`config.mk`:
```
export PLATFORM = sky130hd
export DESIGN_NAME = ks_mem_responder
export DESIGN_NICKNAME = d
export VERILOG_FILES = /design/src/rtl/ks_mem_responder.sv
export SDC_FILE = /design/constraint.sdc
export NUM_CORES = 1
export LEC_CHECK = 0
export CAP_MARGIN = 20
export CORE_ASPECT_RATIO = 0.8
export CORE_MARGIN = 3
export CORE_UTILIZATION = 55
export DETAILED_ROUTE_END_ITERATION = 10
export HOLD_SLACK_MARGIN = 0.15
export PLACE_DENSITY_LB_ADDON = 0.3
export SLEW_MARGIN = 20
export SYNTH_ARGS = -nofsm -noshare
export SYNTH_HDL_FRONTEND = slang
export SYNTH_SLANG_ARGS = --single-unit
export TNS_END_PERCENT = 1
```
`constraint.sdc`:
```
create_clock -name clk -period 3.25 [get_ports clk]
set_input_delay 0.325 -clock clk [delete_from_list [all_inputs] [get_ports clk]]
set_output_delay 0.325 -clock clk [all_outputs]
set_load 0.005 [all_outputs]
```
`src/rtl/ks_mem_responder.sv`:
```
// ks_mem_responder: 32 x 16-bit RAM for the K&S processor with a host boot-loader front-end.
// Optional KS_MEM_WPROT_EN: write-protects the loaded program image while the processor runs.
module ks_mem_responder #(
  parameter int unsigned DEPTH  = 32,
  parameter int unsigned DATA_W = 16
) (
  input  logic              clk,
  input  logic              rst_n,
  input  logic [4:0]        ram_addr,
  input  logic              ram_wr_en,
  input  logic [DATA_W-1:0] ram_wdata,
  output logic [DATA_W-1:0] ram_rdata,
  input  logic              load_start,
  input  logic [5:0]        load_len,
  input  logic              load_valid,
  input  logic [DATA_W-1:0] load_data,
  output logic              load_ready,
  output logic              cpu_rst_n,
  output logic              load_done,
  output logic              load_err
`ifdef KS_MEM_WPROT_EN
  ,
  output logic              wprot_violation
`endif
);

  typedef enum logic [1:0] {S_WAIT, S_LOAD, S_RUN} state_t;

  state_t            state, state_nxt;
  logic [DATA_W-1:0] mem [DEPTH];
  logic [4:0]        ptr;
  logic [5:0]        len;
  logic              len_ok, start_ok, start_bad;
  logic              accept, last_word, wr_blocked, run_wr, mem_we;
  logic [4:0]        mem_waddr;
  logic [DATA_W-1:0] mem_wdata;

  assign len_ok = (load_len != 6'd0) && (load_len <= 6'(DEPTH));

  always_comb begin
    state_nxt  = state;
    load_ready = 1'b0;
    accept     = 1'b0;
    last_word  = 1'b0;
    start_ok   = 1'b0;
    start_bad  = 1'b0;
    wr_blocked = 1'b0;
    // A new load request is honoured from WAIT or RUN only; LOAD ignores it.
    if (state != S_LOAD) begin
      start_ok  = load_start && len_ok;
      start_bad = load_start && !len_ok;
    end
    case (state)
      S_WAIT: if (start_ok) state_nxt = S_LOAD;
      S_LOAD: begin
        load_ready = 1'b1;
        accept     = load_valid;
        last_word  = load_valid && ({1'b0, ptr} == len - 6'd1);
        if (last_word) state_nxt = S_RUN;
      end
      S_RUN:  if (start_ok) state_nxt = S_LOAD;
      default: state_nxt = S_WAIT;
    endcase
`ifdef KS_MEM_WPROT_EN
    wr_blocked = ({1'b0, ram_addr} < len);
`endif
    run_wr    = (state == S_RUN) && ram_wr_en && !wr_blocked;
    mem_we    = accept || run_wr;
    mem_waddr = accept ? ptr : ram_addr;
    mem_wdata = accept ? load_data : ram_wdata;
  end

  always_ff @(posedge clk or negedge rst_n) begin
    if (!rst_n) begin
      state     <= S_WAIT;
      ptr       <= '0;
      len       <= '0;
      ram_rdata <= '0;
      cpu_rst_n <= 1'b0;
      load_done <= 1'b0;
      load_err  <= 1'b0;
    end else begin
      state     <= state_nxt;
      load_done <= last_word;
      cpu_rst_n <= (state_nxt == S_RUN);
      if (start_bad) load_err <= 1'b1;
      if (start_ok) begin
        len <= load_len;
        ptr <= '0;
      end else if (accept) begin
        ptr <= ptr + 5'd1;
      end
      // Read-before-write: the array update below lands after this sample.
      ram_rdata <= (state == S_RUN && state_nxt == S_RUN) ? mem[ram_addr] : '0;
    end
  end

  // Program image survives rst_n, so the array has no reset.
  always_ff @(posedge clk) begin
    if (mem_we) mem[mem_waddr] <= mem_wdata;
  end

`ifdef KS_MEM_WPROT_EN
  always_ff @(posedge clk or negedge rst_n) begin
    if (!rst_n) begin
      wprot_violation <= 1'b0;
    end else if (start_ok) begin
      wprot_violation <= 1'b0;
    end else if (state == S_RUN && ram_wr_en && wr_blocked) begin
      wprot_violation <= 1'b1;
    end
  end
`endif

endmodule

```
==> results.toml <==
[outcome]
status = "complete, no violations"

[layout]
layout_commonest_cell = "sky130_fd_sc_hd__edfxtp_1"
stdcell_area_sq_um = 24400
mostFrequentLayoutCells = "sky130_fd_sc_hd__edfxtp_1, sky130_fd_sc_hd__mux4_2, sky130_fd_sc_hd__nand2_1"
layout-drive-gt1-share_pct = 25.1
n_fill_cell = 2470
number_of_diodes_added_for_antenna_fixing = 0
fin_nets = 1216
syn2layout_area_growth_pct = 16.4

[cts]
clk_transition_reported_paths_ns = 0.07
cts-buffers-inserted = 50
clkLatencyLatePin_ns = 0.57
ctsResizeCount = 0
tritoncts_num_sinks = 544
maximum_level_of_the_cts_h_tree = 2
cts_max_path_buffers = 3
tritoncts_clock_tree = "done"
clock-root-buffer = "sky130_fd_sc_hd__clkbuf_16"

[critical_path]
critPathLaunchType = "flop"
worst_ep_required_ns = 3.52
timing.critical_path.arrival_ns = 2.82
crit_path_end_kind = "flop"
critical_path_peak_fanout = 13
critical_path_class = "flop to flop"

[logic_synthesis]
post_synth_instance_area_sq_um = 21000
yosys_warnings = 0
postSynthAreaPerCell_sq_um = 20.6
netlist_instances = 1017
synth-seq-area-share_pct = 77.1
ys.flop_type = "sky130_fd_sc_hd__edfxtp_1"
yosysTopAreaCell = "sky130_fd_sc_hd__edfxtp_1"
biggest_area_contributors_in_the_synthesized_netlist = "sky130_fd_sc_hd__edfxtp_1, sky130_fd_sc_hd__mux4_2, sky130_fd_sc_hd__dfrtp_1"
synthDominantCellAreaShare_pct = 73.3
synth-seq-cells = 544
count_of_unique_library_cells_instantiated_by_yosys = 42
async_reset_ff_share_pct = 5.88
syn_nets = 1067
number_of_enable_flip_flop_cells_after_synthesis = 512

[global_routing]
global_route.usage.total_pct = 24.4
grt_first_pass_wirelength_um = 71700
antenna_found_initial = 2
grt-ovfl-total = 0
grt_max_degree = 41
grt_pass1_vias = 10800

[die]
initial_core_util_pct = 56.1
boundaryPins = 68
rows = 63
die_y_um = 181
floorplan.core_area_sq_um = 37400
floorplan.die.width_um = 224
die_area_sq_um = 40500

[sta]
final_setup_vio_count = 0
postLayoutSetupSlackWorst_ns = 0.693
period_share_pct = 78.7
timing.max_slew.rel_slack_pct = 47.3
max_slew.worst_pin.slew_ns = 0.790
clock-skew-final_ns = 0.0187
setup-tns-final_ns = 0
report.final.hold_viol_count = 0
max_clock_freq_mhz = 391
rsz0062_at_grt = "false"
final_max_slew_viol_count = 0
finalCriticalPeriod_ns = 2.56

[place]
portBuffers = 67
placed_cell_area_sq_um = 22700
post-place-ws_ns = 0.447
routabilityCongestion = 0.838
dpl.hpwl_um = 29300

[drt]
total_number_of_vias = 10800
drtPass1Iterations = 5
ant_nets = 0
post-route-drc-count = 0
finalWirelength_um = 48400
detail_route.wl_per_cell_um = 28.5
drt_first_iter_violations = 1321
avgViaCountPerCell = 6.34

[pwr]
power.density_nw_per_um2 = 680
leakage_nw = 8.15
peakVddDrop_mv = 0.449

[worst_hold_path]
hold_path_class = "input pin to asynchronous set/reset pin"

[run]
cap_viol_max_count = 0
-- worst paths after layout --
kind,from,end,slack (ns),depth (start not counted)
worst max-delay path,state[1],mem[16][14],0.69,6
min in group clk,load_len[3],len[3],0.40,2
worst min-delay path,rst_n,len[4],0.35,2
max in group asynchronous,rst_n,ram_rdata[8],2.40,2
worst max register to register,state[1],mem[16][14],0.69,6
worst min register to register,load_err,load_err,0.48,1
-- cells by family (layout without fill, tap and decap cells) --
group           Yosys count  after routing  share of synthesized area (%)
buf+inv                  58            249                           1.19
xor+xnor                 12             12                          0.537
fa+ha+maj                 2              2                          0.119
flops                   544            544                           77.1
mux                     136            136                           14.2
compound gates           96             96                           3.54
simple gates            169            169                           3.34
-- per-stage QoR --
| step | power (mW) | hold WS [ns] | cells | utilization [%] |
|---|---|---|---|---|
| floorplan | 9.75 | 0.0294 | 1017 | - |
| global placement | 10.6 | 0.429 | 1600 | 60.8 |
| detailed placement | 10.7 | 0.430 | 1600 | 60.8 |
| CTS | 16.7 | 0.357 | 1695 | 65.4 |
| global route | 17.2 | 0.410 | 1695 | 65.4 |
| finish | 16.6 | 0.353 | 1695 | 65.4 |
-- sequential cells by signal, summed over array words and instances (netlist names) --
signal     flops
len            6
load_done      1
mem          512
ram_rdata     16
load_err       1
ptr            5
state          2
cpu_rst_n      1
-- final cells by class --
cell class | count | area (sq um) | area share [%]
Multi-Input combinational cell | 415 | 4560 | 18.7
Tap cell | 487 | 609 | 2.49
Inverter | 4 | 15.0 | 0.0615
Clock inverter | 32 | 329 | 1.35
Sequential cell | 544 | 16200 | 66.2
Clock buffer | 62 | 1370 | 5.61
Timing Repair Buffer | 151 | 1370 | 5.59
-- critical path: stages (launching register included) --
cell and delay, ns:
sky130_fd_sc_hd__dfrtp_1 0.44, sky130_fd_sc_hd__nand3b_1 0.45, sky130_fd_sc_hd__nor3b_1 0.35, sky130_fd_sc_hd__a31o_2 0.16, sky130_fd_sc_hd__nand2_1 0.14, sky130_fd_sc_hd__nor2_1 0.40, sky130_fd_sc_hd__buf_4 0.30
-- synth_stat cells, types with 3 or more instances --
cell                       count
sky130_fd_sc_hd__a22o_1       16
sky130_fd_sc_hd__a22oi_1      64
sky130_fd_sc_hd__buf_1         7
sky130_fd_sc_hd__buf_2        14
sky130_fd_sc_hd__clkbuf_1     31
sky130_fd_sc_hd__dfrtp_1      32
sky130_fd_sc_hd__edfxtp_1    512
sky130_fd_sc_hd__inv_1         4
sky130_fd_sc_hd__mux2_2        6
sky130_fd_sc_hd__mux4_2      128
sky130_fd_sc_hd__nand2_1     108
sky130_fd_sc_hd__nand2b_1      3
sky130_fd_sc_hd__nor2_1       40
sky130_fd_sc_hd__xnor2_1       4
sky130_fd_sc_hd__xor2_1        7
-- power breakdown --
part           total (mW)  switching, mW  internal, mW
Sequential           8.55          0.154          8.40
Combinational        2.04           1.40         0.640
Clock                6.00           2.46          3.55
-- layer usage --
layer / track usage [%] / vias up / part of all wire [%]
met1: 38.6 / 5597 / 42
li1: - / 4476 / -
met3: 4.80 / 82 / 10
met5: 0 / - / 0.027
met2: 35.2 / 597 / 45
met4: 6.91 / 2 / 2.5
-- repair_timing --
action	CTS	global route
setup buffers	0	0
endpoints found under the setup margin	0	0
hold buffers	1	0
endpoints found under the hold margin	32	0
Note: power is estimated with default switching activity, not from simulation.
